File: src/rtl/tdes_ahb_pkg.sv
// Shared constants and types for the TDES AHB-Lite master: slave register map,
// AHB-Lite encodings and the master's FSM states.
package tdes_ahb_pkg;

  localparam logic [31:0] ADDR_A0 = 32'hAAAA_AAA0;  // mode
  localparam logic [31:0] ADDR_A1 = 32'hAAAA_AAA1;  // key1
  localparam logic [31:0] ADDR_A2 = 32'hAAAA_AAA2;  // key2
  localparam logic [31:0] ADDR_A3 = 32'hAAAA_AAA3;  // key3
  localparam logic [31:0] ADDR_A4 = 32'hAAAA_AAA4;  // data, starts the cipher
  localparam logic [31:0] ADDR_A5 = 32'hAAAA_AAA5;  // result

  localparam logic [1:0] HTRANS_IDLE   = 2'b00;
  localparam logic [1:0] HTRANS_NONSEQ = 2'b10;
  localparam logic [2:0] HBURST_SINGLE = 3'b000;
  localparam logic [2:0] HSIZE_64      = 3'b011;
  localparam logic [3:0] HPROT_DATA    = 4'h3;

  localparam int RESULT_WAIT_DEFAULT = 48;  // 16 rounds x 3 passes
  localparam logic [2:0] WR_IDX_LAST = 3'd4;

  typedef enum logic [3:0] {
    S_IDLE,
    S_WR,
    S_WR_LAST,
    S_WAIT,
    S_RD,
    S_RD_DATA,
    S_RD_CAPT,
    S_DONE,
    S_ERROR
  } state_e;

  // Write address phases walk A0..A4 in order.
  function automatic logic [31:0] wr_addr(input logic [2:0] idx);
    return ADDR_A0 + {29'd0, idx};
  endfunction

endpackage

File: src/rtl/tdes_ahb_master_if.sv
// Point-to-point AHB-Lite link between the TDES master and the TDES slave.
interface tdes_ahb_master_if;

  logic        HSEL;
  logic [31:0] HADDR;
  logic        HWRITE;
  logic [1:0]  HTRANS;
  logic [2:0]  HBURST;
  logic [2:0]  HSIZE;
  logic [3:0]  HPROT;
  logic        HMASTLOCK;
  logic [63:0] HWDATA;
  logic        HREADY;
  logic        HRESP;
  logic [63:0] HRDATA;

  modport master (
    output HSEL, HADDR, HWRITE, HTRANS, HBURST, HSIZE, HPROT, HMASTLOCK, HWDATA,
    input  HREADY, HRESP, HRDATA
  );

  modport slave (
    input  HSEL, HADDR, HWRITE, HTRANS, HBURST, HSIZE, HPROT, HMASTLOCK, HWDATA,
    output HREADY, HRESP, HRDATA
  );

endinterface

File: src/rtl/tdes_ahb_master.sv
// AHB-Lite master running one Triple-DES job: five pipelined register writes,
// a fixed cipher wait, one result read, then a single-cycle done pulse.
module tdes_ahb_master
  import tdes_ahb_pkg::*;
#(
  parameter int RESULT_WAIT = RESULT_WAIT_DEFAULT
) (
  input  logic        HCLK,
  input  logic        HRESET,
  input  logic        start,
  input  logic        encrypt_type,
  input  logic [63:0] key1_in,
  input  logic [63:0] key2_in,
  input  logic [63:0] key3_in,
  input  logic [63:0] data_in,
  output logic        busy,
  output logic        done,
  output logic [63:0] result,
  output logic        error,
  tdes_ahb_master_if.master bus
);

  localparam int WAIT_W = $clog2(RESULT_WAIT);

  state_e              r_state;
  state_e              w_next_state;
  logic [2:0]          r_idx;
  logic [WAIT_W-1:0]   r_wait;
  logic                r_mode;
  logic [63:0]         r_key1;
  logic [63:0]         r_key2;
  logic [63:0]         r_key3;
  logic [63:0]         r_data;
  logic [63:0]         r_result;
  logic                w_accept;
  logic [63:0]         w_prev_word;
  logic [31:0]         w_haddr;
  logic                w_hwrite;
  logic [1:0]          w_htrans;
  logic [63:0]         w_hwdata;

  assign w_accept = ((r_state == S_IDLE) || (r_state == S_ERROR)) && start;

  // NOTE: sequential state uses non-blocking assignments so every register
  // samples pre-edge values regardless of process evaluation order.
  always_ff @(posedge HCLK or negedge HRESET) begin
    if (!HRESET) r_state <= S_IDLE;
    else         r_state <= w_next_state;
  end

  // NOTE: every always_comb output gets a default first, so no path can
  // leave it unassigned and infer a latch.
  always_comb begin
    w_next_state = r_state;
    if (r_state != S_IDLE && r_state != S_ERROR && bus.HRESP) begin
      w_next_state = S_ERROR;
    end else begin
      case (r_state)
        S_IDLE, S_ERROR: if (start) w_next_state = S_WR;
        S_WR:      if (bus.HREADY && r_idx == WR_IDX_LAST) w_next_state = S_WR_LAST;
        S_WR_LAST: if (bus.HREADY) w_next_state = S_WAIT;
        S_WAIT:    if (r_wait == '0) w_next_state = S_RD;
        S_RD:      if (bus.HREADY) w_next_state = S_RD_DATA;
        S_RD_DATA: if (bus.HREADY) w_next_state = S_RD_CAPT;
        S_RD_CAPT: w_next_state = S_DONE;
        S_DONE:    w_next_state = S_IDLE;
        default:   w_next_state = S_IDLE;
      endcase
    end
  end

  // Data phase of write index n carries the word addressed at index n-1.
  always_comb begin
    w_prev_word = '0;
    case (r_idx)
      3'd1:    w_prev_word = {63'd0, r_mode};
      3'd2:    w_prev_word = r_key1;
      3'd3:    w_prev_word = r_key2;
      3'd4:    w_prev_word = r_key3;
      default: w_prev_word = '0;
    endcase
  end

  always_comb begin
    w_haddr  = '0;
    w_hwrite = 1'b0;
    w_htrans = HTRANS_IDLE;
    w_hwdata = '0;
    case (r_state)
      S_WR: begin
        w_haddr  = wr_addr(r_idx);
        w_hwrite = 1'b1;
        w_htrans = HTRANS_NONSEQ;
        w_hwdata = w_prev_word;
      end
      S_WR_LAST: w_hwdata = r_data;
      S_RD: begin
        w_haddr  = ADDR_A5;
        w_htrans = HTRANS_NONSEQ;
      end
      default: ;
    endcase
  end

  // NOTE: payload registers are reset along with control so the whole block
  // has a known state straight out of reset.
  always_ff @(posedge HCLK or negedge HRESET) begin
    if (!HRESET) begin
      r_idx    <= '0;
      r_wait   <= '0;
      r_mode   <= 1'b0;
      r_key1   <= '0;
      r_key2   <= '0;
      r_key3   <= '0;
      r_data   <= '0;
      r_result <= '0;
    end else begin
      if (w_accept) begin
        r_mode <= encrypt_type;
        r_key1 <= key1_in;
        r_key2 <= key2_in;
        r_key3 <= key3_in;
        r_data <= data_in;
        r_idx  <= '0;
      end
      if (r_state == S_WR && bus.HREADY && r_idx != WR_IDX_LAST) begin
        r_idx <= r_idx + 3'd1;
      end
      // WR_LAST is the first of the RESULT_WAIT idle cycles before the read.
      if (r_state == S_WR && w_next_state == S_WR_LAST) begin
        r_wait <= WAIT_W'(RESULT_WAIT - 1);
      end else if (((r_state == S_WR_LAST && bus.HREADY) || r_state == S_WAIT)
                   && r_wait != '0) begin
        r_wait <= r_wait - 1'b1;
      end
      if (r_state == S_RD_CAPT && w_next_state == S_DONE) begin
        r_result <= bus.HRDATA;
      end
    end
  end

  assign bus.HSEL      = 1'b1;
  assign bus.HADDR     = w_haddr;
  assign bus.HWRITE    = w_hwrite;
  assign bus.HTRANS    = w_htrans;
  assign bus.HBURST    = HBURST_SINGLE;
  assign bus.HSIZE     = HSIZE_64;
  assign bus.HPROT     = HPROT_DATA;
  assign bus.HMASTLOCK = 1'b0;
  assign bus.HWDATA    = w_hwdata;

  assign busy   = (r_state == S_WR) || (r_state == S_WR_LAST) || (r_state == S_WAIT)
               || (r_state == S_RD) || (r_state == S_RD_DATA) || (r_state == S_RD_CAPT);
  assign done   = (r_state == S_DONE);
  assign error  = (r_state == S_ERROR);
  assign result = r_result;

endmodule

File: src/flat_wrapper.sv
// flat-port wrapper written by rule: the top's interface ports become plain ports
module tdes_ahb_master_flat import tdes_ahb_pkg::*;
#(
  parameter int RESULT_WAIT = RESULT_WAIT_DEFAULT
)
  (HCLK, HRESET, start, encrypt_type, key1_in, key2_in, key3_in, data_in, busy, done, result, error, bus_HSEL, bus_HADDR, bus_HWRITE, bus_HTRANS, bus_HBURST, bus_HSIZE, bus_HPROT, bus_HMASTLOCK, bus_HWDATA, bus_HREADY, bus_HRESP, bus_HRDATA);
  tdes_ahb_master_if bus_i ();
  input  logic HCLK;
  input  logic HRESET;
  input  logic start;
  input  logic encrypt_type;
  input  logic [63:0] key1_in;
  input  logic [63:0] key2_in;
  input  logic [63:0] key3_in;
  input  logic [63:0] data_in;
  output logic busy;
  output logic done;
  output logic [63:0] result;
  output logic error;
  output wire logic [$bits(bus_i.HSEL)-1:0] bus_HSEL;
  output wire logic [$bits(bus_i.HADDR)-1:0] bus_HADDR;
  output wire logic [$bits(bus_i.HWRITE)-1:0] bus_HWRITE;
  output wire logic [$bits(bus_i.HTRANS)-1:0] bus_HTRANS;
  output wire logic [$bits(bus_i.HBURST)-1:0] bus_HBURST;
  output wire logic [$bits(bus_i.HSIZE)-1:0] bus_HSIZE;
  output wire logic [$bits(bus_i.HPROT)-1:0] bus_HPROT;
  output wire logic [$bits(bus_i.HMASTLOCK)-1:0] bus_HMASTLOCK;
  output wire logic [$bits(bus_i.HWDATA)-1:0] bus_HWDATA;
  input wire logic [$bits(bus_i.HREADY)-1:0] bus_HREADY;
  input wire logic [$bits(bus_i.HRESP)-1:0] bus_HRESP;
  input wire logic [$bits(bus_i.HRDATA)-1:0] bus_HRDATA;
  assign bus_HSEL = bus_i.HSEL;
  assign bus_HADDR = bus_i.HADDR;
  assign bus_HWRITE = bus_i.HWRITE;
  assign bus_HTRANS = bus_i.HTRANS;
  assign bus_HBURST = bus_i.HBURST;
  assign bus_HSIZE = bus_i.HSIZE;
  assign bus_HPROT = bus_i.HPROT;
  assign bus_HMASTLOCK = bus_i.HMASTLOCK;
  assign bus_HWDATA = bus_i.HWDATA;
  assign bus_i.HREADY = bus_HREADY;
  assign bus_i.HRESP = bus_HRESP;
  assign bus_i.HRDATA = bus_HRDATA;
  tdes_ahb_master #(.RESULT_WAIT(RESULT_WAIT)) u_core (.HCLK(HCLK), .HRESET(HRESET), .start(start), .encrypt_type(encrypt_type), .key1_in(key1_in), .key2_in(key2_in), .key3_in(key3_in), .data_in(data_in), .busy(busy), .done(done), .result(result), .error(error), .bus(bus_i));
endmodule
File: config.mk
export PLATFORM = sky130hd
export DESIGN_NAME = tdes_ahb_master_flat
export DESIGN_NICKNAME = d
export VERILOG_FILES = /design/src/rtl/tdes_ahb_pkg.sv /design/src/rtl/tdes_ahb_master_if.sv /design/src/rtl/tdes_ahb_master.sv /design/src/flat_wrapper.sv
export SDC_FILE = /design/constraint.sdc
export NUM_CORES = 1
export LEC_CHECK = 0
export CAP_MARGIN = 30
export CORE_AREA = 2 2 195 197
export CTS_CLUSTER_DIAMETER = 40
export DETAILED_ROUTE_END_ITERATION = 10
export DIE_AREA = 0 0 197 199
export HOLD_SLACK_MARGIN = 0.03
export PLACE_DENSITY = 0.7
export SYNTH_ARGS = -nofsm -noshare
export SYNTH_HDL_FRONTEND = slang
export SYNTH_SLANG_ARGS = --single-unit
export TNS_END_PERCENT = 5
File: constraint.sdc
create_clock -name HCLK -period 3.1 [get_ports HCLK]
set_input_delay 0.62 -clock HCLK [delete_from_list [all_inputs] [get_ports HCLK]]
set_output_delay 0.62 -clock HCLK [all_outputs]
set_load 0.01 [all_outputs]
After elaboration in Yosys (flattened, before gate mapping)
Cells that the tools add are included.
{"block": "totals", "ff_bits": 334, "in_bits": 326, "output_inout_bits": 178, "word_cells": 70}
{"block": "classes", "add_sub_neg": 3, "n_eq_ne": 16, "muxes": 17, "reduce_logical": 25}
{"op": "$pmux W64 S4", "count": 1}
{"op": "$pmux W64 S2", "count": 1}
{"op": "$pmux W32 S2", "count": 1}
{"op": "$add A32 B3 Y32 const A", "count": 1}
{"op": "$mux W4", "count": 7}
{"op": "$pmux W4 S7", "count": 1}
{"op": "$eq A4 B3 Y1 const B", "count": 5}
{"op": "$eq A4 B2 Y1 const B", "count": 3}
{"op": "$mux W6", "count": 2}
{"op": "$logic_and A1 B1 Y1", "count": 10}
{"op": "$logic_or A1 B1 Y1", "count": 7}
{"op": "$eq A3 B2 Y1 const B", "count": 2}
{"op": "$logic_not A6 Y1", "count": 1}
{"op": "$mux W3", "count": 2}
{"op": "$reduce_bool A6 Y1", "count": 1}
{"op": "$sub A6 B1 Y6 const B", "count": 1}
{"op": "$eq A4 B1 Y1 const B", "count": 1}
{"op": "$eq A4 B4 Y1 const B", "count": 1}
{"op": "$logic_not A4 Y1", "count": 1}
{"op": "$ne A4 B4 Y1 const B", "count": 1}
{"op": "$reduce_bool A2 Y1", "count": 2}
{"op": "$reduce_bool A4 Y1", "count": 1}
{"op": "$reduce_or A2 Y1", "count": 2}
{"op": "$add A3 B1 Y3 const B", "count": 1}
{"op": "5 further kinds", "count": 5}

Logic depth before layout (Yosys ltp)
Gate-level depths: netlist of the first run.
{"block": "depth", "depth_word": 8, "mapped_depth": 8, "mapped_depth_nobuf": 6}

Worst setup path before layout of the first run
Ideal clock, no wire load.
{"block": "synth_path", "path_type": "reg2out", "from": "register u_core.r_idx[0]", "to": "output port bus_HWDATA[10]", "arrival_ns": 1.753, "required_time_ns": 2.480, "setup_slack_ns": 0.727, "path_stages_with_launch": 8, "n_path_buf": 2, "path_cell_list": "dfrtp_1 > inv_1 > ha_1 > and2_1 > buf_2 > o31ai_4 > clkbuf_1 > o21ai_1"}
{"block": "synth_via", "elab_chain_cells": 3, "word_cells_on_any_way": 6, "classes_between": "4 x eq/ne; 2 x mux"}
{"element": "from (decl)", "line_no": "tdes_ahb_master.sv:27", "source": "logic [2:0] r_idx;"}
{"element": "from (signal assigned)", "line_no": "tdes_ahb_master.sv:127", "source": "r_idx <= r_idx + 3'd1;"}
{"element": "$eq A3 B3 Y1 (tied with other cells)", "line_no": "tdes_ahb_master.sv:75", "source": "case (r_idx)"}
{"element": "$pmux W64 S4 *", "line_no": "tdes_ahb_master.sv:75"}
{"element": "$pmux W64 S2 *", "line_no": "tdes_ahb_master.sv:89", "source": "case (r_state)"}
{"element": "to (decl)", "line_no": "flat_wrapper.sv:28", "source": "output wire logic [$bits(bus_i.HWDATA)-1:0] bus_HWDATA;"}
Every way passes the cells marked *; elsewhere a longest branch is shown, timed or not.

Worst setup path after layout of the first run
{"block": "layout_path", "from": "register u_core.r_idx[1]", "to": "output port bus_HWDATA[47]"}
The elaborated chain is that of the path after synthesis.

==> results.md, run 1 <==
- EDFF count, synth: 0
- CTS max path bufs: 3
- TritonCTS Buffers: 49
- Detailed Route WL: 49900 um
- CTS tree: done
- Slew @ Worst Pin: 0.718 ns
- Pwr dens: 826 nW/um^2
- CTS Sinks: 334
- Peak Freq: 321 MHz
- Worst-skew pair later-pin latency: 0.58 ns
- First drt pass iteration count: 10
- First-pass GRT wire length: 75100 um
- Via density: 5.09
- Final period utilization: 101%
- Synth-to-Final Area Change: 49.9%
- Switch Pwr: 6.11 mW
- Net Sw Frac: 33.7%
- Synth Area in Compound Gates: 7.83%
- Main combinational cell family by area after synthesis: simple AND/OR/NAND/NOR gates
- PnR worst setup slack: -0.0159 ns
- Detailed-route DRC error count: 0
- Int Power: 12.0 mW
- Max Cap Viol: 0
- FP Rows: 71
- Number of global-route vias before repair: 13700
- HP Class: input pin to async pin
- Post-synthesis area per instance: 9.13 sq um
- Total negative setup slack: -0.0535 ns
- Endpoints failing setup: 9
- Met3 usage: 7.05%
- Initial Utilization: 39.5%
- Synth warn: 0
- Cell Area, Synth: 14700 sq um
- H-tree levels: 2
- Failing checks: setup timing
- Total global-route track usage: 24.9%
- Mux contribution to synthesized area: 5.05%
- Main synth FF type: dfrtp_1
- Nets: 2417
- Yosys cell types: 52
- Die W: 197 um
- Logic pwr share: 29.0%
- Critical path cell sequence: buf_4, ha_4, nor2b_4, buf_12, buf_12, a222oi_1, o21ai_2, buf_2
- Post-Synth XOR/XNOR Area: 0.120%
- Via count: 13200
- Initial DRC Count: 1070
- Mapped Cells: 1605
- Worst path most repeated cell: buf_12
- Cell family with the largest share of critical-path delay: buffers and inverters
- Data arrival, critical path: 2.50 ns
- Clock Power Share: 31.3%
- IO Pins: 504
- Sequential Power Share: 39.7%
- Peak VDD IR: 0.564 mV
- RSZ-0062 raised after global routing: yes
- Share of layout cells above drive strength 1: 12.0%
- Synthesized flop and latch total: 334
- Fin. max-slew vios: 0
- Ys async rst share: 100%
- Final GP Congestion: 0.875
- Met1 Usage GRT: 28.7%
- Simple-gate share of the synthesized area: 23.6%
- Outcome: complete, but fails checks
- Detail Route Antenna Nets: 0
- Clock root cell: clkbuf_16
- Core Box Area: 37100 sq um
- Busiest layer in global routing: met2
- Pleak: 10.7 nW
- Clk slew on worst S/H paths: 0.06 ns
- Chip height: 199 um
- Aggregate global routing overflow: 0
- Worst path bufs/invs: 4
- WP data required: 2.48 ns
- Filler cell count: 3140
- Final hold violation count: 0
- Element type at the critical path end: primary output
- DIE AREA: 39200 sq um
- Relative slew slack: 52.1%
- Initial antenna violation count: 7
- Pre-CTS setup slack: 0.111 ns
- Clock Skews: 0.0283 ns
- CP max stage cell: a222oi_1
- WL/cell: 19.2 um
- Worst Setup Path Type: register to primary output
- Seq/Total Area, Yosys: 57.0%
- Crit-path max FO: 16
- Post-DP HPWL: 33300 um
- Adder-cell share of the synthesized area: 0.512%
- Startpoint types: register
- # port buffers: 475
- Largest net degree at the start of global routing: 103
- Min Tclk post-route: 3.12 ns
- Met2 Use GR: 42.4%
- CP max stage delay: 0.49 ns
-- Yosys cell counts (2+ instances only) --
cell	number	area share (%)
nand2_1	846	22
dfrtp_1	334	57
o21ai_1	64	2.2
a222oi_1	63	4.3
buf_4	60	3.1
mux2_1	60	4.6
clkbuf_1	44	1.1
buf_2	37	1.3
nor2_1	10	0.26
inv_1	7	0.18
a21oi_1	6	0.20
ha_1	6	0.51
buf_1	5	0.13
and2_1	4	0.17
mux2_2	4	0.31
nor3_1	4	0.14
o21ai_0	4	0.14
nand3_1	3	0.10
o211ai_1	3	0.15
a221oi_1	2	0.12
conb_1	2	0.051
mux2i_1	2	0.14
nand2b_1	2	0.085
nand3b_1	2	0.10
nor2b_1	2	0.085
or2_2	2	0.085
or4_1	2	0.10
-- worst paths after layout --
path	from	to	slack, ns	depth (start not counted)
hold / removal	HRESET	u_core.result[54]	0.01	1
setup reg to reg	u_core.r_state[1]	u_core.r_data[42]	0.99	6
min in group HCLK	u_core.r_key1[12]	u_core.r_key1[12]	0.47	2
hold reg to reg	u_core.r_key1[12]	u_core.r_key1[12]	0.47	2
max in group asynchronous	HRESET	u_core.r_idx[0]	2.21	2
setup / recovery	u_core.r_idx[1]	bus_HWDATA[47]	-0.02	8
-- state kept, by name, indices dropped and copies added (netlist names) --
name,flops
u_core.r_key3,64
u_core.r_idx,3
u_core.r_key2,64
u_core.r_mode,1
u_core.r_wait,6
u_core.r_key1,64
u_core.r_state,4
u_core.result,64
u_core.r_data,64
-- power by group through the flow --
stage	Sequential (mW)	Combinational [mW]	Clock (mW)
global route	7.37	5.87	5.98
detailed placement	7.18	4.71	0
floorplan	6.81	2.98	0
finish	7.20	5.27	5.68
global placement	7.16	4.55	0
CTS	7.16	5.15	5.79
-- placed cells by master (no fill, tap or decap), types with 4 or more instances in the layout --
cell type          n
buf_12            27
o21ai_0            4
dfrtp_2            5
clkinv_2           8
mux2_2             4
mux2_1            60
clkinv_4           4
o21ai_2            7
inv_6              6
inv_1              5
buf_4             32
buf_6              9
clkbuf_1           4
clkbuf_2          20
conb_1            28
clkbuf_8           5
clkdlybuf4s50_1  409
buf_16             5
clkbuf_16         51
nand2_1          845
clkinvlp_4         5
nor2_1             8
clkdlybuf4s15_1   12
a222oi_1          63
o21ai_1           57
ha_4               5
diode_2            4
bufinv_16          5
buf_2             28
a21oi_1            6
dfrtp_1          329
-- timing repair --
action / in CTS / in global routing
resized for setup: 201 / 58
pin swaps: 32 / 32
hold buffers: 0 / 0
setup endpoints to repair: 81 / 81
cloned: 6 / 0
setup buffers: 16 / 10
-- kinds of logic (layout without fill, tap and decap cells) --
logic type | count (synthesis) | after routing
other cells | 2 | 32
simple gates | 889 | 889
flops | 334 | 334
mux | 66 | 66
buf+inv | 153 | 645
xor+xnor | 2 | 2
compound gates | 153 | 153
fa+ha+maj | 6 | 6
-- routing by layer --
| layer | share of wire, % | vias to the layer above |
|---|---|---|
| met2 | 49 | 588 |
| met3 | 8.4 | 134 |
| li1 | - | 6149 |
| met5 | 0.074 | - |
| met1 | 37 | 6353 |
| met4 | 4.6 | 6 |
-- metrics by stage --
| stage | cells | hold WS (ns) | util (%) | area (sq um) | power, mW |
|---|---|---|---|---|---|
| CTS | 2590 | 0.0336 | 59.1 | 22000 | 18.1 |
| floorplan | 1631 | 0.324 | - | 14800 | 9.78 |
| detailed placement | 2480 | 0.462 | 53.7 | 19900 | 11.9 |
| global route | 2601 | 0.0502 | 59.1 | 22000 | 19.2 |
| global placement | 2480 | 0.457 | 53.7 | 19900 | 11.7 |
| finish | 2601 | 0.00958 | 59.1 | 22000 | 18.1 |
-- area by class of cell --
type | instances | area, sq um | area share [%]
clock inverter | 29 | 327 | 1.49
inverter | 7 | 28.8 | 0.131
multi-input combinational | 1144 | 5710 | 26.0
timing repair buffer | 549 | 5570 | 25.4
antenna | 4 | 10.0 | 0.0456
tap | 474 | 593 | 2.70
sequential | 334 | 8360 | 38.1
clock buffer | 60 | 1360 | 6.19
Power figures use the tool's default switching activity.
==> inputs of run 2 (changes only) <==
CELL_PAD_IN_SITES_DETAIL_PLACEMENT = 1   (was unset)
CELL_PAD_IN_SITES_GLOBAL_PLACEMENT = 1   (was unset)
CORE_AREA = unset   (was 2 2 195 197)
CORE_UTILIZATION = 36   (was unset)
DIE_AREA = unset   (was 0 0 197 199)
PLACE_DENSITY = 0.84   (was 0.7)
==> run 2 against run 1 <==
Effect of this change:
- first-iteration DRC count up 5.7%
- count of clock-buffer cells in the layout up 1
- critical path depth stayed put
- the flow still finishes with violations (setup timing)
- global-route usage grew 4.6 points
- clock power up 12%
==> results.md, run 2 (synthesis gave the netlist of run 1 again) <==
- Aggregate global routing overflow: 0
- FP Rows: 73
- Filler cell count: 4425
- Hold_ws: 0.473 ns
- Detail Route Antenna Nets: 0
- Most common cell after layout, fill and taps aside: nand2_1
- CTS tree: done
- Final hold violation count: 0
- RSZ-0062 raised after global routing: yes
- Synth-to-Final Area Change: 52.7%
- Fin. max-slew vios: 0
- Pleak: 10.9 nW
- Detailed-route DRC error count: 0
- First drt pass iteration count: 10
- Area of the multi-input gates: 5750 sq um
- Register area: 8370 sq um
- First-pass GRT wire length: 91800 um
- Final period utilization: 102%
- Final GP Congestion: 0.848
- Number of global-route vias before repair: 15100
- IO Pins: 504
- Crit path launch: u_core.r_idx[0]
- # port buffers: 475
- Nets: 2417
- CTS max path bufs: 3
- Worst path bufs/invs: 4
- Min Tclk post-route: 3.18 ns
- Share of layout cells above drive strength 1: 13.5%
- Peak Freq: 315 MHz
- HP Class: register to register
- Cell family with the largest share of critical-path delay: compound AO/OA/AOI/OAI gates
- Startpoint types: register
- DIE AREA: 41500 sq um
- Failing checks: setup timing
- Initial DRC Count: 1131
- Chip height: 204 um
- Worst reg2reg startpoint: u_core.r_state[2]
- Hold path startpoint: u_core.r_data[13]
- Peak VDD IR: 0.402 mV
- Detailed Route WL: 61300 um
- Data arrival, critical path: 2.56 ns
- CP max stage delay: 0.45 ns
- Core Box Area: 39900 sq um
- Endpoints failing setup: 52
- Pwr dens: 858 nW/um^2
- WL/cell: 23.0 um
- Clock Skews: 0.0198 ns
- Element type at the critical path end: primary output
- Outcome: complete, but fails checks
- Initial Utilization: 36.7%
- Via count: 13900
- Critical path cell sequence: inv_4, ha_2, and2_4, buf_12, buf_16, a222oi_1, o21ai_1, buf_2
- Max Cap Viol: 0
- H-tree levels: 2
- Via density: 5.20
- Post-DP HPWL: 38400 um
- Worst-skew pair later-pin latency: 0.57 ns
- Die W: 204 um
- Clk slew on worst S/H paths: 0.05 ns
- Worst Setup Path Type: register to primary output
- Final Total Pwr: 19.2 mW
- Relative slew slack: 59.3%
- Largest net degree at the start of global routing: 93
- Slew @ Worst Pin: 0.611 ns
- PnR worst setup slack: -0.0758 ns
- WP data required: 2.48 ns
- CP max stage cell: dfrtp_2
- Most frequent cells in the layout: 845 x nand2_1, 409 x clkdlybuf4s50_1, 327 x dfrtp_1
- CTS Sinks: 334
- Total global-route track usage: 29.5%
- Util after Layout: 56.0%
- Crit-path max FO: 20
- TritonCTS Buffers: 53
- Clock root cell: clkbuf_16
- Initial antenna violation count: 15
## run 2: final timing paths
kind / endpoint / slack (ns) / cells after the start
min in group asynchronous: u_core.r_data[60] / 0.59 / 2
worst min register to register: u_core.r_data[13] / 0.47 / 2
worst max-delay path: bus_HWDATA[47] / -0.08 / 8
worst min-delay path: u_core.r_data[13] / 0.47 / 2
max in group asynchronous: u_core.result[7] / 1.45 / 4
worst max register to register: u_core.r_data[45] / 0.98 / 6
## run 2: final cells by class
class / instances / area share, %
Tap cell: 525 / 2.94
Inverter: 7 / 0.129
Timing Repair Buffer: 545 / 25.2
Clock inverter: 37 / 2.33
Multi-Input combinational cell: 1144 / 25.7
Antenna cell: 13 / 0.145
Clock buffer: 61 / 6.15
Sequential cell: 334 / 37.4
## run 2: metal layers
| metal | part of all wire [%] | global-route usage, % | up-vias |
|---|---|---|---|
| li1 | - | - | 6166 |
| met1 | 37 | 33.5 | 6934 |
| met2 | 50 | 50.0 | 609 |
| met3 | 7.6 | 7.46 | 145 |
| met4 | 4.8 | 17.5 | 4 |
| met5 | 0.038 | 0 | - |
## run 2: report_power, final
group | switching [mW] | internal [mW]
combinational | 3.14 | 2.44
clock | 2.28 | 4.07
sequential | 1.18 | 6.09
## run 2: per-stage QoR
step           instances  TNS [ns]  setup slack (ns)  area (sq um)
2_1_floorplan       1631         0             0.727         14800
3_3_place_gp        2519         0             0.238         19900
3_5_place_dp        2519         0             0.180         19900
4_1_cts             2652    -0.735           -0.0805         22300
5_1_grt             2665     -6.26            -0.177         22400
6_report            2666     -2.08           -0.0758         22400
## run 2: what timing repair did
action	in CTS	in global routing
buffers inserted	21	3
pin swaps	36	12
setup endpoints to repair	83	66
hold buffers	1	0
resized for setup	294	44
cloned	13	0
hold endpoints to repair	49	0
## run 2: tightest hold or removal path: stages, from the launching register on
cell	delay [ns]
dfrtp_1	0.34
nand2_1	0.05
nand2_1	0.05
==> variant 1 (settings of run 2) <==
`RESULT_WAIT_DEFAULT`: 48 -> 24.
--- a/src/rtl/tdes_ahb_pkg.sv
+++ b/src/rtl/tdes_ahb_pkg.sv
@@ -15,7 +15,7 @@
   localparam logic [2:0] HSIZE_64      = 3'b011;
   localparam logic [3:0] HPROT_DATA    = 4'h3;
 
-  localparam int RESULT_WAIT_DEFAULT = 48;  // 16 rounds x 3 passes
+  localparam int RESULT_WAIT_DEFAULT = 24;  // 16 rounds x 3 passes
   localparam logic [2:0] WR_IDX_LAST = 3'd4;
 
   typedef enum logic [3:0] {
Function: no difference found for any inputs over 4 cycles, from zero or initial values and one cycle with HRESET low; that may be too few to reach the edited logic, so the function may still have changed.
==> variant 1 against run 2 <==
  * The flow still finishes with violations (setup timing)
  * Wire length shrank 2.8%
  * Clock skew shrank 0.0066 ns
  * Register-to-register slack lost 0.06 ns
  * Total power shrank 1.7%
  * Area after synthesis shrank 0.32%
  * Sequential cell count shrank 1
  * Setup slack gained 0.0033 ns
  * Design area shrank 1.4%
  * Largest cell class unchanged
  * Largest power group unchanged
==> variant 1: results (changes against run 2) <==
----------------------------------------------------
[Status]
  Run status ... complete, but fails checks
  Violated checks ... setup timing

[Timing]
  Final worst setup slack ... -0.0726 ns (+0.00327 ns)
  Setup violators final ... 18 (-65%)
  Worst Max-Slew Pin Slew ... 0.847 ns (+0.236 ns)
  Total negative slack for setup checks ... -0.231 ns (+1.85 ns)

[Placed design]
  DP Cell Count ... 2518 (-0.040%)
  Area after detailed placement ... 0.0199 sq mm (about the same)
  HPWL after DPL ... 37.3 mm (-2.8%)
  Worst Setup Slack post-DPL ... 0.0794 ns (-0.100 ns)

[Power and ir drop]
  Sw frac ... 35.4% (+1.0 points)
  Max rail drop VDD ... 0.473 mV (+18%)

[Drt]
  Average routed wire per standard cell ... 22.4 microns (-2.5%)
  Total wire length ... 59.6 mm (-2.8%)
  DR iter-0 viols ... 1022 (-9.6%)
  Via total after detailed routing ... 13.8k (-0.10%)

[Synth]
  Fraction of the mapped netlist area in adder cells ... 0.600% (+0.087 points)
  Synth Area per Inst ... 9.11 sq um (-0.19%)
  Portion of netlist area occupied by mux cells ... 4.93% (-0.12 points)
  Largest cells by area after synthesis ... sky130_fd_sc_hd__dfrtp_1 (57%), sky130_fd_sc_hd__nand2_1 (22%), sky130_fd_sc_hd__mux2_2 (4.9%)
  Post-synthesis compound-gate area fraction ... 7.86% (+0.033 points)
  Yosys cell types ... 45 (-13%)

[Global routing]
  Met1 Usage GRT ... 32.2% (-1.3 points)
  Overall routing resource usage ... 28.4% (-1.1 points)
  Met2 layer usage reported by global route ... 49.7% (-0.29 points)
  First-pass GRT wire length ... 89.6 mm (-2.4%)
  Vias in the first global route ... 15.3k (+1.1%)
  Pin count of the biggest net entering global routing ... 94 (+1.1%)
  Number of antenna violations at the first check in global routing ... 13 (-2)

[Finish]
  Final net count ... 2410 (-0.29%)
  Share of final-layout standard cells stronger than drive strength 1 ... 15.3% (+1.8 points)

[Setup path]
  Top fanout value on the critical path ... 7 (-65%)
  Biggest cell delay along the critical path ... 0.62 ns (+0.17 ns)
  Critical Path AT ... 2.55 ns (about the same)
  Slowest stage cell on the critical path ... sky130_fd_sc_hd__a222oi_1

----------------------------------------------------
-- variant 1: final timing paths --
kind / from / endpoint / slack [ns] / cells after the start
worst max-delay path: u_core.r_idx[0] / bus_HWDATA[61] / -0.07 / 7
max in group asynchronous: HRESET / u_core.r_idx[1] / 2.09 / 2
worst min register to register: u_core.r_key3[19] / u_core.r_key3[19] / 0.48 / 2
min in group HCLK: u_core.r_key3[19] / u_core.r_key3[19] / 0.48 / 2
worst min-delay path: HRESET / u_core.r_key2[34] / 0.03 / 1
worst max register to register: u_core.r_state[3] / u_core.result[23] / 0.92 / 5
-- variant 1: logic make-up (layout without fill, tap and decap cells) --
kind of cell               after synthesis  count (layout)
buffers and inverters                  154             645
xor gates and xnor gates                 3               3
other                                    2              42
DFF                                    333             333
adders and majority gates                7               7
and+or+nand+nor                        889             889
AOI/OAI and AO/OA                      151             151
muxes                                   64              64
-- variant 1: per-stage QoR --
stage | util (%) | power (uW)
final | 55.3 | 18900
after global routing | 55.3 | 19900
after CTS | 55.1 | 18800
after detailed placement | 49.7 | 12200
after global placement | 49.7 | 11800
after floorplan | - | 9870
-- variant 1: repair_timing --
action / in CTS / in global routing
resized for setup: 216 / 82
endpoints found under the setup margin: 67 / 60
pin swaps: 15 / 29
gates cloned: 8 / 2
hold buffers: 0 / 0
setup buffers: 17 / 2
-- variant 1: power groups by stage --
stage / Combinational [uW] / Sequential (uW) / Clock (uW)
finish: 5520 / 7240 / 6110
global route: 6100 / 7370 / 6390
CTS: 5430 / 7200 / 6210
detailed placement: 4970 / 7220 / 0
global placement: 4690 / 7130 / 0
floorplan: 3080 / 6790 / 0
-- variant 1: routing by layer --
metal  vias to the layer above  part of all wire [%]  routed length [microns]
li1                       6138                     -                        -
met1                      6922                    37                    21900
met2                       612                    51                    30600
met3                       172                   6.4                     3800
met4                         0                   5.6                     3350
met5                         -                     0                        0
-- variant 1: final cells by class --
type	count	area, sq um
Sequential cell	333	8340
Tap cell	525	657
Fill cell	4436	17900
Multi-Input combinational cell	1142	5710
Antenna cell	14	35.0
Timing Repair Buffer	540	5460
Clock inverter	36	398
Clock buffer	62	1440
Inverter	7	26.3
-- variant 1: worst max-delay path: cells and delay by family, from the launching register on --
family          cells  cell delay (ns)
compound gates      2             0.76
fa+ha+maj           2             0.36
buf+inv             3             0.45
flops               1             0.40
==> variant 2 (settings of run 2) <==
Made on the original files. Re-encode `state_e` (9 states) as one-hot, 9 bits wide.
--- a/src/rtl/tdes_ahb_pkg.sv
+++ b/src/rtl/tdes_ahb_pkg.sv
@@ -18,16 +18,16 @@
   localparam int RESULT_WAIT_DEFAULT = 48;  // 16 rounds x 3 passes
   localparam logic [2:0] WR_IDX_LAST = 3'd4;
 
-  typedef enum logic [3:0] {
-    S_IDLE,
-    S_WR,
-    S_WR_LAST,
-    S_WAIT,
-    S_RD,
-    S_RD_DATA,
-    S_RD_CAPT,
-    S_DONE,
-    S_ERROR
+  typedef enum logic [8:0] {
+    S_IDLE    = 9'b000000001,
+    S_WR      = 9'b000000010,
+    S_WR_LAST = 9'b000000100,
+    S_WAIT    = 9'b000001000,
+    S_RD      = 9'b000010000,
+    S_RD_DATA = 9'b000100000,
+    S_RD_CAPT = 9'b001000000,
+    S_DONE    = 9'b010000000,
+    S_ERROR   = 9'b100000000
   } state_e;
 
   // Write address phases walk A0..A4 in order.
Formal check against the unedited RTL: same outputs for any inputs over 4 cycles, from zero or initial values and one cycle with HRESET low; so few cycles prove little.
==> variant 2 against run 2 <==
  * The flow still finishes with violations (setup timing)
  * First-iteration DRC count is 26% lower
  * Critical path depth is 1 lower
  * Setup slack worse by 0.013 ns
  * Design area is 4.9% higher
  * Total power is 7.1% higher
  * Area after synthesis is 6.3% higher
  * Sequential cell count is 5 higher
  * Utilization is 0.62 points lower
  * Combinational power is 21% higher
  * Count of clock-buffer cells in the layout is 8 higher
  * Wire length is 4.8% lower
  * Via count is 10% lower
  * Non-clock buffer count is 15 higher
  * Largest power group unchanged
  * Highest routed layer is now met4
==> variant 2: results (changes against run 2) <==
----------------------------------------------------
[CTS]
  Clock-pin slew on the worst setup and hold paths ... 0.05 ns (about the same)
  Max H-tree Level ... 2 (unchanged)
  Clock root cell ... sky130_fd_sc_hd__clkbuf_16
  Number of buffers added by the clock tree synthesis step ... 56 (+5.7%)
  Clock latency of the later-clocked register in the worst-skew pair ... 0.59 ns (+0.02 ns)
  Clock tree buffer depth ... 3 (unchanged)

[Global routing]
  Met2 layer usage reported by global route ... 46.4% (-3.6 points)
  Overall routing resource usage ... 26.0% (-3.5 points)
  Met1 Usage GRT ... 29.9% (-3.6 points)
  Vias in the first global route ... 14.0k (-7.4%)
  Pin count of the biggest net entering global routing ... 74 (-20%)
  Number of antenna violations at the first check in global routing ... 5 (-10)
  Global Route met3 Usage ... 4.81% (-2.7 points)
  First-pass GRT wire length ... 86.9 mm (-5.3%)

[Hold path]
  Hold Path End ... u_core.result[1]
  Source of the worst hold timing path ... u_core.result[1]
  Worst hold path class ... flop to flop

[Timing]
  Setup violators final ... 35 (-33%)
  Final Skew ... 0.0288 ns (+0.00904 ns)
  Final worst setup slack ... -0.0888 ns (-0.0130 ns)
  Worst Max-Slew Pin Slew ... 0.702 ns (+0.0914 ns)

[Finish]
  Final net count ... 2082 (-14%)
  Share of final-layout standard cells stronger than drive strength 1 ... 31.8% (+18 points)

[Setup path]
  Slowest stage cell on the critical path ... sky130_fd_sc_hd__dfrtp_2
  Critical Path AT ... 2.57 ns (about the same)
  Biggest cell delay along the critical path ... 0.44 ns
  Kind of cell adding the most delay to the critical path ... simple AND/OR/NAND/NOR gates
  Top fanout value on the critical path ... 21 (+5.0%)
  Setup slack of the worst register-to-register path ... 0.41 ns (-0.57 ns)
  Destination of the worst register-to-register timing path ... u_core.r_key2[12]
  Cells on worst reg2reg path ... 7 (+1)
  Reg2reg start ... u_core.r_state[7]

[Synth]
  Sequential share of the synthesized area ... 54.4% (-2.6 points)
  Synth warnings ... 0 (unchanged)
  Ys async rst share ... 100% (unchanged)
  Most frequent cells after synthesis ... sky130_fd_sc_hd__dfrtp_1 (338), sky130_fd_sc_hd__nand2_1 (273), sky130_fd_sc_hd__mux2_4 (186)
  Largest cells by area after synthesis ... sky130_fd_sc_hd__dfrtp_1 (54%), sky130_fd_sc_hd__mux2_4 (18%), sky130_fd_sc_hd__nand2_1 (6.6%)
  Yosys cell types ... 48 (-7.7%)

[Drt]
  Via total after detailed routing ... 12.4k (-10%)
  Remaining design rule violation count ... 0 (unchanged)
  First-pass iteration count of the detailed router ... 6 (-4)
  Total wire length ... 58.4 mm (-4.8%)
  DR iter-0 viols ... 832 (-26%)

[Floorplanning]
  Row count ... 75 (+2.7%)

[Placed design]
  HPWL after DPL ... 37.7 mm (-1.7%)
  Area after detailed placement ... 0.0210 sq mm (+5.8%)
  Routability Congestion ... 0.847 (-0.17%)

[Status]
  Run status ... complete, but fails checks
  Violated checks ... setup timing

[Power and ir drop]
  Static leakage power ... 0.0109 uW (+0.55%)
  Max rail drop VDD ... 0.528 mV (+31%)

----------------------------------------------------
variant 2: metal layers:
layer | up-vias | wire (microns)
met2 | 534 | 30100
met4 | 0 | 2850
met1 | 6381 | 21900
met5 | - | 0
met3 | 163 | 3460
li1 | 5346 | -
variant 2: cell type report:
cell class	instances	area (sq um)
timing repair buffer	560	5670
multi-input combinational	781	6630
clock buffer	69	1510
sequential	339	8490
fill	4243	18900
tap	577	722
antenna	7	17.5
clock inverter	35	365
inverter	12	45.0
variant 2: where the power goes:
| part | internal, uW | total [uW] | leakage (uW) | switching (uW) |
|---|---|---|---|---|
| logic | 4240 | 6750 | 0.00587 | 2510 |
| registers | 6280 | 7610 | 0.00414 | 1330 |
| clock network | 3840 | 6200 | 0.000907 | 2360 |
variant 2: worst max-delay path by stage:
stage | startpoint | endpoint | slack (ns) | cells past startpoint
floorplan | u_core.r_state[6] | bus_HWDATA[35] | 0.58 | 7
detailed placement | u_core.r_idx[0] | bus_HWDATA[61] | 0.04 | 6
global route | u_core.r_state[7] | bus_HWDATA[21] | -0.18 | 8
CTS | u_core.r_idx[1] | bus_HWDATA[7] | -0.19 | 7
finish | u_core.r_state[7] | bus_HWDATA[58] | -0.09 | 7
global placement | u_core.r_idx[0] | bus_HWDATA[61] | 0.07 | 6
variant 2: logic make-up after synthesis:
| logic type | after synthesis | synth area share (%) |
|---|---|---|
| fa+ha+maj | 6 | 0.482 |
| compound gates | 159 | 7.46 |
| flops | 339 | 54.4 |
| xor+xnor | 7 | 0.393 |
| buf+inv | 138 | 5.54 |
| mux | 257 | 23.1 |
| other cells | 2 | 0.0482 |
| simple gates | 323 | 8.58 |
variant 2: metrics by stage:
stage               utilization [%]  cells  hold slack, ns  TNS, ns  worst slack (ns)
finish                         55.4   2380           0.474    -1.69           -0.0888
global placement               49.7   2232           0.458        0            0.0684
CTS                            55.1   2365           0.478    -4.52            -0.187
global route                   55.4   2378           0.502    -6.41            -0.185
floorplan                         -   1257           0.324        0             0.583
detailed placement             49.7   2232           0.464        0            0.0400
variant 2: worst reg2reg max path, delay by kind of cell (launching register included):
kind          cells  cell delay [ns]
buf+inv           3             0.73
simple gates      3             1.07
mux               1             0.31
flops             1             0.44
variant 2: timing repair:
item                                   CTS  global route
hold buffers                             1             0
pin swaps                               24            20
gates resized for setup                222           182
gates cloned                            10             2
setup buffers                           18             8
endpoints found under the hold margin   47             0
setup endpoints to repair               84            69
